## config.mk

```make
export PLATFORM = sky130hd
export DESIGN_NAME = sdio_crc16_rx
export DESIGN_NICKNAME = d
export VERILOG_FILES = /design/src/rtl/sdio_crc16_rx.sv
export SDC_FILE = /design/constraint.sdc
export NUM_CORES = 1
export LEC_CHECK = 0
export CAP_MARGIN = 5
export CELL_PAD_IN_SITES_DETAIL_PLACEMENT = 0
export CELL_PAD_IN_SITES_GLOBAL_PLACEMENT = 1
export CORE_UTILIZATION = 23
export DETAILED_ROUTE_END_ITERATION = 8
export PLACE_DENSITY = 0.5
export SKIP_CTS_REPAIR_TIMING = 1
export SYNTH_ARGS = -nofsm -noshare
export SYNTH_HDL_FRONTEND = slang
export SYNTH_SLANG_ARGS = --single-unit
```

## constraint.sdc

```tcl
create_clock -name clk -period 1.77 [get_ports clk]
set_input_delay 0.354 -clock clk [delete_from_list [all_inputs] [get_ports clk]]
set_output_delay 0.354 -clock clk [all_outputs]
set_load 0.005 [all_outputs]
```

## src/rtl/sdio_crc16_rx.sv

```systemverilog
// SDIO single-line data block receiver: start bit, block_size bytes, CRC16, end bit.
// Bytes strobe one cycle after their last bit; done one cycle after the end bit; no backpressure.
module sdio_crc16_rx #(
  parameter logic [15:0] POLYNOMIAL = 16'h1021,
  parameter logic [15:0] SEED       = 16'h0000,
  parameter logic [15:0] TIMEOUT    = 16'd1024
) (
  input  logic        clk,
  input  logic        rst_n,
  input  logic        start,
  input  logic        abort,
  input  logic [9:0]  block_size,
  input  logic        sd_data,
  output logic [7:0]  data_byte,
  output logic        data_stb,
  output logic        busy,
  output logic        done,
  output logic        crc_ok,
  output logic        crc_err,
  output logic        end_err,
  output logic        timeout_err,
  output logic [15:0] crc_calc
);

  localparam logic [2:0] S_IDLE       = 3'd0;
  localparam logic [2:0] S_WAIT_START = 3'd1;
  localparam logic [2:0] S_DATA       = 3'd2;
  localparam logic [2:0] S_CRC        = 3'd3;
  localparam logic [2:0] S_END        = 3'd4;

  logic [2:0]  state;
  logic [12:0] nbits;    // total data bits in the block, up to 4096
  logic [12:0] bitcnt;
  logic [6:0]  sreg;
  logic [15:0] rx_crc;
  logic [3:0]  ccnt;
  logic [15:0] tcnt;
  logic        fb;
  logic [15:0] crc_next;

  always_comb begin
    fb       = sd_data ^ crc_calc[15];
    crc_next = {crc_calc[14:0], 1'b0} ^ (fb ? POLYNOMIAL : 16'h0000);
  end

  assign busy = (state != S_IDLE);

  always_ff @(posedge clk) begin
    if (!rst_n) begin
      state       <= S_IDLE;
      nbits       <= '0;
      bitcnt      <= '0;
      sreg        <= '0;
      rx_crc      <= '0;
      ccnt        <= '0;
      tcnt        <= '0;
      data_byte   <= 8'h00;
      data_stb    <= 1'b0;
      done        <= 1'b0;
      crc_ok      <= 1'b0;
      crc_err     <= 1'b0;
      end_err     <= 1'b0;
      timeout_err <= 1'b0;
      crc_calc    <= SEED;
    end else begin
      data_stb <= 1'b0;
      done     <= 1'b0;
      // Abort wins over every transition, including a pending byte strobe or done.
      if (state != S_IDLE && abort) begin
        state <= S_IDLE;
      end else begin
        case (state)
          S_IDLE: begin
            if (start) begin
              nbits       <= (block_size == 10'd0) ? 13'd4096 : {block_size, 3'b000};
              crc_calc    <= SEED;
              crc_ok      <= 1'b0;
              crc_err     <= 1'b0;
              end_err     <= 1'b0;
              timeout_err <= 1'b0;
              tcnt        <= '0;
              bitcnt      <= '0;
              ccnt        <= '0;
              state       <= S_WAIT_START;
            end
          end
          S_WAIT_START: begin
            if (!sd_data) begin
              state <= S_DATA;
            end else begin
              tcnt <= tcnt + 16'd1;
              if (tcnt == TIMEOUT - 16'd1) begin
                done        <= 1'b1;
                timeout_err <= 1'b1;
                state       <= S_IDLE;
              end
            end
          end
          S_DATA: begin
            sreg     <= {sreg[5:0], sd_data};
            crc_calc <= crc_next;
            bitcnt   <= bitcnt + 13'd1;
            if (bitcnt[2:0] == 3'd7) begin
              data_byte <= {sreg, sd_data};
              data_stb  <= 1'b1;
            end
            if (bitcnt == nbits - 13'd1)
              state <= S_CRC;
          end
          S_CRC: begin
            rx_crc <= {rx_crc[14:0], sd_data};
            ccnt   <= ccnt + 4'd1;
            if (ccnt == 4'd15)
              state <= S_END;
          end
          S_END: begin
            done    <= 1'b1;
            crc_ok  <= (rx_crc == crc_calc) && sd_data;
            crc_err <= (rx_crc != crc_calc);
            end_err <= !sd_data;
            state   <= S_IDLE;
          end
          default: state <= S_IDLE;
        endcase
      end
    end
  end

endmodule

```

Word level (Yosys, flattened, before mapping). Index checks and enable logic that the tools add are counted.

Register bits: 102. Input bits: 15. Output and inout port bits: 31. Logic and storage cells: 89.

Add/subtract/negate cells: 4. Equality and inequality tests: 16. Mux-type cells: 27. Bitwise operators: 5. Reduce and logical (&&, ||, !) cells: 22.

Operators by type and width (number): 16-bit case mux with 2 select lines (2); 13-bit two-way mux (3); 16-bit two-way mux (2); 13-bit case mux with 2 select lines (1); 16-bit by 1-bit adder with 16-bit output, second input constant (1); 16-bit by 10-bit equality test with 1-bit output, second input constant (1); 16-bit equality test (1); 16-bit inequality test (1); 16-bit by 13-bit XOR with 16-bit output (1); 3-bit two-way mux (5); 3-bit AND reduction (5); 13-bit by 1-bit adder with 13-bit output, second input constant (1); 13-bit equality test (1); 13-bit by 1-bit subtractor with 13-bit output, second input constant (1); 3-bit case mux with 4 select lines (1); 10-bit logical NOT (1); 2-bit inequality test, second input constant (5); 1-bit case mux with 2 select lines (5); 4-bit case mux with 2 select lines (1); 4-bit AND reduction (2); 2-bit nonzero test (4); 3-bit by 2-bit equality test with 1-bit output, second input constant (2); 3-bit equality test, second input constant (2); 1-bit two-way mux (6); 15 further kinds (19).

Logic depth before layout (Yosys ltp). Gate-level depths: netlist (run 1).

Depth after elaboration: 4. Mapped depth: 7. Gate-level depth less buffers: 7.

Least setup slack after synthesis (run 1). Ideal clock, no wire load.

Path kind: reg2reg. Start point: reg nbits[3]. End point: reg state[0]. Library setup time: 88 ps. Data arrival time: 1820 ps. Required time: 1682 ps. Setup slack: -138 ps. Cell stages (with the launch flop): 7. Buffers on the path: 0. Period minus slack after synthesis: 1908 ps. Cells stage by stage: dfxtp_1 > inv_1 > ha_1 > xnor2_1 > or4_1 > a2111o_1 > o32ai_2.

Word-level cells in the longest chain between the ends: 4.

RTL lines: from (decl) (line 32) `logic [12:0] nbits;`; from (signal assigned) (line 75) `nbits <= (block_size == 10'd0) ? 13'd4096 : {block_size, 3'b000};`; 13-bit by 1-bit subtractor with 13-bit output (line 107) `if (bitcnt == nbits - 13'd1)`; 13-bit equality test (line 107); 2-bit inequality test (no line); 4-bit AND reduction (no line); to (signal assigned) (line 108) `state <= S_CRC;`; to (signal assigned) (line 114) `state <= S_END;`; to (signal assigned) (line 121) `state <= S_IDLE;`; to (decl) (line 31) `logic [2:0] state;`.

No other way between the ends. A chain may end at the register's enable or synchronous reset.

Worst setup path in the final report (run 1).
Start point: reg state[0]. End point: reg state[0].

Word-level cells in the longest chain between the ends: 3. Elaborated cells between the ends (all ways): 13. Classes of those cells: eq/ne: 7; mux: 1; reduce/logical: 5.

RTL lines: from (signal assigned) (line 50) `state <= S_IDLE;`; from (signal assigned) (line 70) `state <= S_IDLE;`; from (signal assigned) (line 84) `state <= S_WAIT_START;`; 3-bit by 1-bit equality test with 1-bit output (tied with other cells) (line 72) `case (state)`; 3-bit inequality test (no line) (tied with other cells); 4-bit AND reduction (no line) or 2-bit OR reduction (tied branches).

Several ways; a longest one is shown, not always the timed one.

==> results of run 1 <==
==> where the power goes <==
group / total [mW] / internal [mW] / switching, mW
Clock: 2.40 / 1.52 / 0.872
Combinational: 0.783 / 0.395 / 0.387
Sequential: 2.31 / 2.26 / 0.0460
Total: 5.49 / 4.18 / 1.31
==> final cells by class <==
| class | instances | area [um^2] | share of cell area (%) |
|---|---|---|---|
| Clock buffer | 11 | 232.7 | 3.662 |
| Tap cell | 265 | 331.6 | 5.218 |
| Sequential cell | 99 | 2001 | 31.48 |
| Timing Repair Buffer | 111 | 1012 | 15.93 |
| Inverter | 9 | 33.78 | 0.5316 |
| Multi-Input combinational cell | 419 | 2619 | 41.21 |
| Clock inverter | 5 | 125.1 | 1.969 |
==> critical path, stage by stage (launching register included) <==
cell and delay [ps]:
dfxtp_4 380, or4b_1 550, o21ai_1 100, nand2_1 100, a2111o_1 410, o32ai_2 190
==> final timing paths <==
path / end / slack (ps)
worst max register to register: state[0] / -40
worst max-delay path: state[0] / -40
worst min register to register: sreg[6] / 450
worst min-delay path: sreg[6] / 450
==> flip-flops by register name, summed over array words and instances (netlist names), 3 cells and up <==
signal,cells
bitcnt,13
ccnt,4
crc_calc,16
data_byte,8
nbits,10
rx_crc,16
sreg,7
state,3
tcnt,16
==> cell usage after synthesis, drive strengths merged (2+ instances only) <==
| master | instances | share of area [%] |
|---|---|---|
| nand2 | 106 | 8.5 |
| dfxtp | 99 | 42 |
| a21boi | 54 | 8.7 |
| xnor2 | 42 | 7.9 |
| nand3 | 41 | 4.4 |
| nor2 | 38 | 3.1 |
| clkbuf | 23 | 1.9 |
| nor3 | 15 | 1.7 |
| nand4 | 12 | 1.6 |
| xor2 | 12 | 2.2 |
| buf | 11 | 1.3 |
| a21oi | 10 | 1.1 |
| o21ai | 10 | 1.1 |
| inv | 9 | 0.72 |
| nor4 | 9 | 1.3 |
| and2 | 7 | 0.94 |
| nand2b | 6 | 0.80 |
| nand3b | 6 | 0.96 |
| ha | 5 | 1.3 |
| and3 | 4 | 0.54 |
| nor2b | 4 | 0.54 |
| or2 | 4 | 0.54 |
| a32o | 3 | 0.64 |
| nor3b | 3 | 0.48 |
| a2111o | 2 | 0.48 |
| a22oi | 2 | 0.32 |
| a311oi | 2 | 0.37 |
| and3b | 2 | 0.37 |
| nor4b | 2 | 0.37 |
| o21a | 2 | 0.32 |
| or3 | 2 | 0.27 |
| or4b | 2 | 0.43 |
==> routing by layer <==
layer | global-route usage, % | up-vias | part of all wire (%) | routed length (um)
met5 | 0 | - | 0 | 0
met2 | 20.90 | 35 | 47 | 5839
met4 | 5.817 | 0 | 1.8 | 221
met1 | 15.65 | 1910 | 49 | 6004
met3 | 2.815 | 12 | 2.3 | 287
li1 | - | 2091 | - | -
==> placed cells by master (no fill, tap or decap), drive strengths merged, types with 12 or more instances in the layout <==
master,instances
a21boi,54
nor3,15
dfxtp,99
xor2,12
clkdlybuf4s50,40
buf,67
nand2,106
nand4,12
nand3,41
nor2,38
xnor2,42
==> per-stage QoR <==
step                instances  setup slack, ps
CTS                       913           -362.2
global route              919           -145.3
floorplan                 561           -79.64
global placement          897           -581.1
detailed placement        897           -624.4
finish                    919           -39.77
==> logic make-up after synthesis <==
kind of cell               after synthesis  synth area share [%]
DFF                                     99                 42.40
xor gates and xnor gates                54                 10.12
buffers and inverters                   43                 3.881
AOI/OAI and AO/OA                       93                 14.67
and+or+nand+nor                        267                 27.60
adders and majority gates                5                 1.338
==> results.cfg, run 1 <==
[clock_tree]
cts_root_buf = clkbuf_16
cts_tree = yes
worstSkewPairLatency_ps = 350
cts_num_sinks = 99
clock_path_buffers = 2
cts.reportedPaths.clkPinSlew_ps = 70
cts_buffers = 9
htree_levels = 3

[sta]
tns_ps = -39.77
period_share_pct = 102.2
setup_ws_ps = -39.77
final.setup_skew_ps = 5.411
maxSlewHeadroom_pct = 68.33
setup_viol = 1
tightest_slew_ps = 475.1
whs_ps = 452.8
clock.fmax_ghz = 0.5526
grt_setup_unrepaired = yes
slew_violations = 0
fin_crit_ps = 1810
hold_viol = 0

[worst_setup_path]
crit_path_start_kind = flip-flop
worstRegToRegCells = 5
r2r_start = state[0]
crit_arrival_ps = 2070
cp-startpoint = state[0]
worst-setup-path-type = flip-flop to flip-flop
end_kind = flip-flop
cp_data_required_time_ps = 2040
critPathMaxFanout = 6

[die]
num_io_pins = 46
die_h_um = 144.6
die_area_um2 = 20900
core_area_um2 = 19720
rows = 51
initial_core_util_pct = 23.71
fp.dieW_um = 144.6

[layout]
drive_above_1_share_pct = 16.82
area_growth_pct = 35.95
fill_cells = 2046
final_cell_area_um2 = 6355
final_util_pct = 32.23
nNetsFinal = 669
num_antenna_cells = 0

[logic_synthesis]
avgSynthCellArea_um2 = 8.332
ys_ff_latch = 99
synth_ff_type = dfxtp_1
synthDistinctLibCells = 53
synthCells = 561
ys_seq_area_share_pct = 42.40
synth_warnings = 0
synth_edf_count = 0
async_flop_share_pct = 0
syn_area_um2 = 4674
syn-num-nets = 581

[global_routing]
grt_max_degree = 56
grt_pass1_wl_um = 20160
antenna_found_initial = 0
grt_usage_pct = 12.67
grt_pass1_vias = 3956
gr-total-overflow = 0

[min_path]
hold_class = flip-flop to flip-flop
min_from = sreg[6]
hold_depth = 2

[route]
wire_per_inst_um = 13.44
wirelength_um = 12350
firstDrtPassIters = 4
detail-route-antenna-nets = 0
route.detailed.drc = 0
vias_per_cell = 4.405
num_vias = 4048
drt_iter0_drc = 167

[power]
p_per_area_nw_per_um2 = 863.8
finalPower_mw = 5.489
peakVddDrop_v = 0.0004773
leakagePower_nw = 2.197

[placement]
gp_congestion = 0.7234
io_buffer_count = 45
dpl_cell_area_um2 = 5807
dpl.hpwl_um = 8989

[job]
cap_violations = 0

[run_status]
status = finished with violations
violations = negative setup slack
Power figures use the tool's default switching activity.
==> run 2: changes to the inputs <==
--- a/config.mk
+++ b/config.mk
@@ -11,6 +11,7 @@
 export CORE_UTILIZATION = 23
 export DETAILED_ROUTE_END_ITERATION = 8
 export PLACE_DENSITY = 0.5
+export SETUP_SLACK_MARGIN = 0.2
 export SKIP_CTS_REPAIR_TIMING = 1
 export SYNTH_ARGS = -nofsm -noshare
 export SYNTH_HDL_FRONTEND = slang
==> results.cfg, run 2 (same netlist as run 1, synthesis figures left out) <==
[placement]
post-place-ws_ps = -477.1
dpl.hpwl_um = 9314
gp_congestion = 0.7376
dpl.cell_count = 897
io_buffer_count = 45

[route]
num_vias = 4207
vias_per_cell = 4.519
firstDrtPassIters = 4
drt_iter0_drc = 227
wirelength_um = 13290
detail-route-antenna-nets = 0
wire_per_inst_um = 14.28
route.detailed.drc = 0

[die]
fp.dieW_um = 144.6
die_h_um = 144.6
rows = 51
core_area_um2 = 19720
initial_core_util_pct = 23.71
die_area_um2 = 20900
num_io_pins = 46

[worst_setup_path]
critPathMaxFanout = 2
cp_data_required_time_ps = 2040
slowest_stage = or4_4
crit_chain = buf_6 -> nor3_4 -> xnor2_1 -> or4_4 -> a2111o_1 -> o32ai_2
end_kind = flip-flop
critPathBufInv = 1
reg2reg_setup_slack_ps = -120
crit_path_start_kind = flip-flop
crit_arrival_ps = 2160
worst-setup-path-type = flip-flop to flip-flop
cp_top_family = simple AND/OR/NAND/NOR gates
cpPeakStageDelay_ps = 530

[clock_tree]
cts.reportedPaths.clkPinSlew_ps = 70
cts_tree = yes
cts_root_buf = clkbuf_16
clock_path_buffers = 2
htree_levels = 3
worstSkewPairLatency_ps = 350
cts_buffers = 9
cts_num_sinks = 99

[layout]
fin_cells = 931
num_antenna_cells = 0
nNetsFinal = 681
drive_above_1_share_pct = 26.73
final_util_pct = 34.34
area_growth_pct = 44.86
fill_cells = 2064
final_cell_mix = nand2_1 (103), dfxtp_1 (69), buf_4 (57), a21boi_1 (44), xnor2_1 (42)
reg.largest.list = crc_calc (16), rx_crc (16), tcnt (16)
final_common_cell = nand2_1

[sta]
setup_ws_ps = -119.5
whs_ps = 416.6
final.setup_skew_ps = 5.802
slew_violations = 0
fin_crit_ps = 1889
hold_viol = 0
period_share_pct = 106.7
tns_ps = -240.2
setup_viol = 3
grt_setup_unrepaired = yes
tightest_slew_ps = 444.7
clock.fmax_ghz = 0.5293
maxSlewHeadroom_pct = 70.08

[run_status]
violations = negative setup slack
status = finished with violations

[power]
p_per_area_nw_per_um2 = 775.6
leakagePower_nw = 2.830
peakVddDrop_v = 0.0004525

[global_routing]
grt_pass1_wl_um = 20700
grt_pass1_vias = 3949
antenna_found_initial = 0
gr-total-overflow = 0
grt_max_degree = 32
grt_usage_pct = 12.94

[min_path]
hold_class = primary input to flip-flop

[job]
cap_violations = 0
run 2: cell count changes in the layout (fill, tap and decap cells not counted), sizes merged:
cell,change
dlymetal6s2s,+26
bufinv,-3
clkinv,+2
clkbuf,+2
inv,+1
buf,+9
clkdlybuf4s50,-26
o2111ai,+1
run 2: cell type report:
| type | instances | area (um^2) | area share [%] |
|---|---|---|---|
| clock buffer | 11 | 242.7 | 3.585 |
| tap | 265 | 331.6 | 4.897 |
| multi-input combinational | 420 | 2806 | 41.44 |
| sequential | 99 | 2052 | 30.30 |
| clock inverter | 5 | 61.31 | 0.9054 |
| inverter | 9 | 33.78 | 0.4989 |
| timing repair buffer | 122 | 1244 | 18.37 |
run 2: worst paths after layout:
| kind | start | to | cells after the start |
|---|---|---|---|
| min | rst_n | state[1] | 4 |
| max | nbits[3] | state[0] | 6 |
| min reg2reg | data_byte[4] | data_byte[4] | 2 |
| max reg2reg | nbits[3] | state[0] | 6 |
run 2: worst min-delay path: stages:
cell,delay (ps)
buf_2,140
nand2_2,90
buf_6,110
nor3_2,40
run 2: power by group:
group	switching (mW)	internal [mW]
logic	0.446	0.463
clock network	0.909	1.14
registers	0.0419	2.25
total	1.40	3.85
run 2: metal layers:
| layer | track usage (%) | part of all wire, % | routed length [um] | up-vias |
|---|---|---|---|---|
| met2 | 20.27 | 46 | 6168 | 52 |
| met1 | 17.55 | 50 | 6602 | 2025 |
| met3 | 2.947 | 2.9 | 382 | 8 |
| li1 | - | - | - | 2122 |
| met5 | 0 | 0 | 0 | - |
| met4 | 3.823 | 1.1 | 140 | 0 |
run 2: metrics by stage:
| stage | instance area [um^2] | total power, mW |
|---|---|---|
| finish | 6771 | 5.252 |
| CTS | 6166 | 5.198 |
| detailed placement | 5862 | 3.118 |
| global route | 6771 | 5.508 |
| floorplan | 4780 | 2.779 |
| global placement | 5862 | 3.115 |
==> run 3: changes to the inputs <==
--- a/config.mk
+++ b/config.mk
@@ -13,6 +13,7 @@
 export PLACE_DENSITY = 0.5
 export SETUP_SLACK_MARGIN = 0.2
 export SKIP_CTS_REPAIR_TIMING = 1
+export SLEW_MARGIN = 40
 export SYNTH_ARGS = -nofsm -noshare
 export SYNTH_HDL_FRONTEND = slang
 export SYNTH_SLANG_ARGS = --single-unit
==> results of run 3 <==
The final DEF is identical to that of run 2; final timing and power are the same.
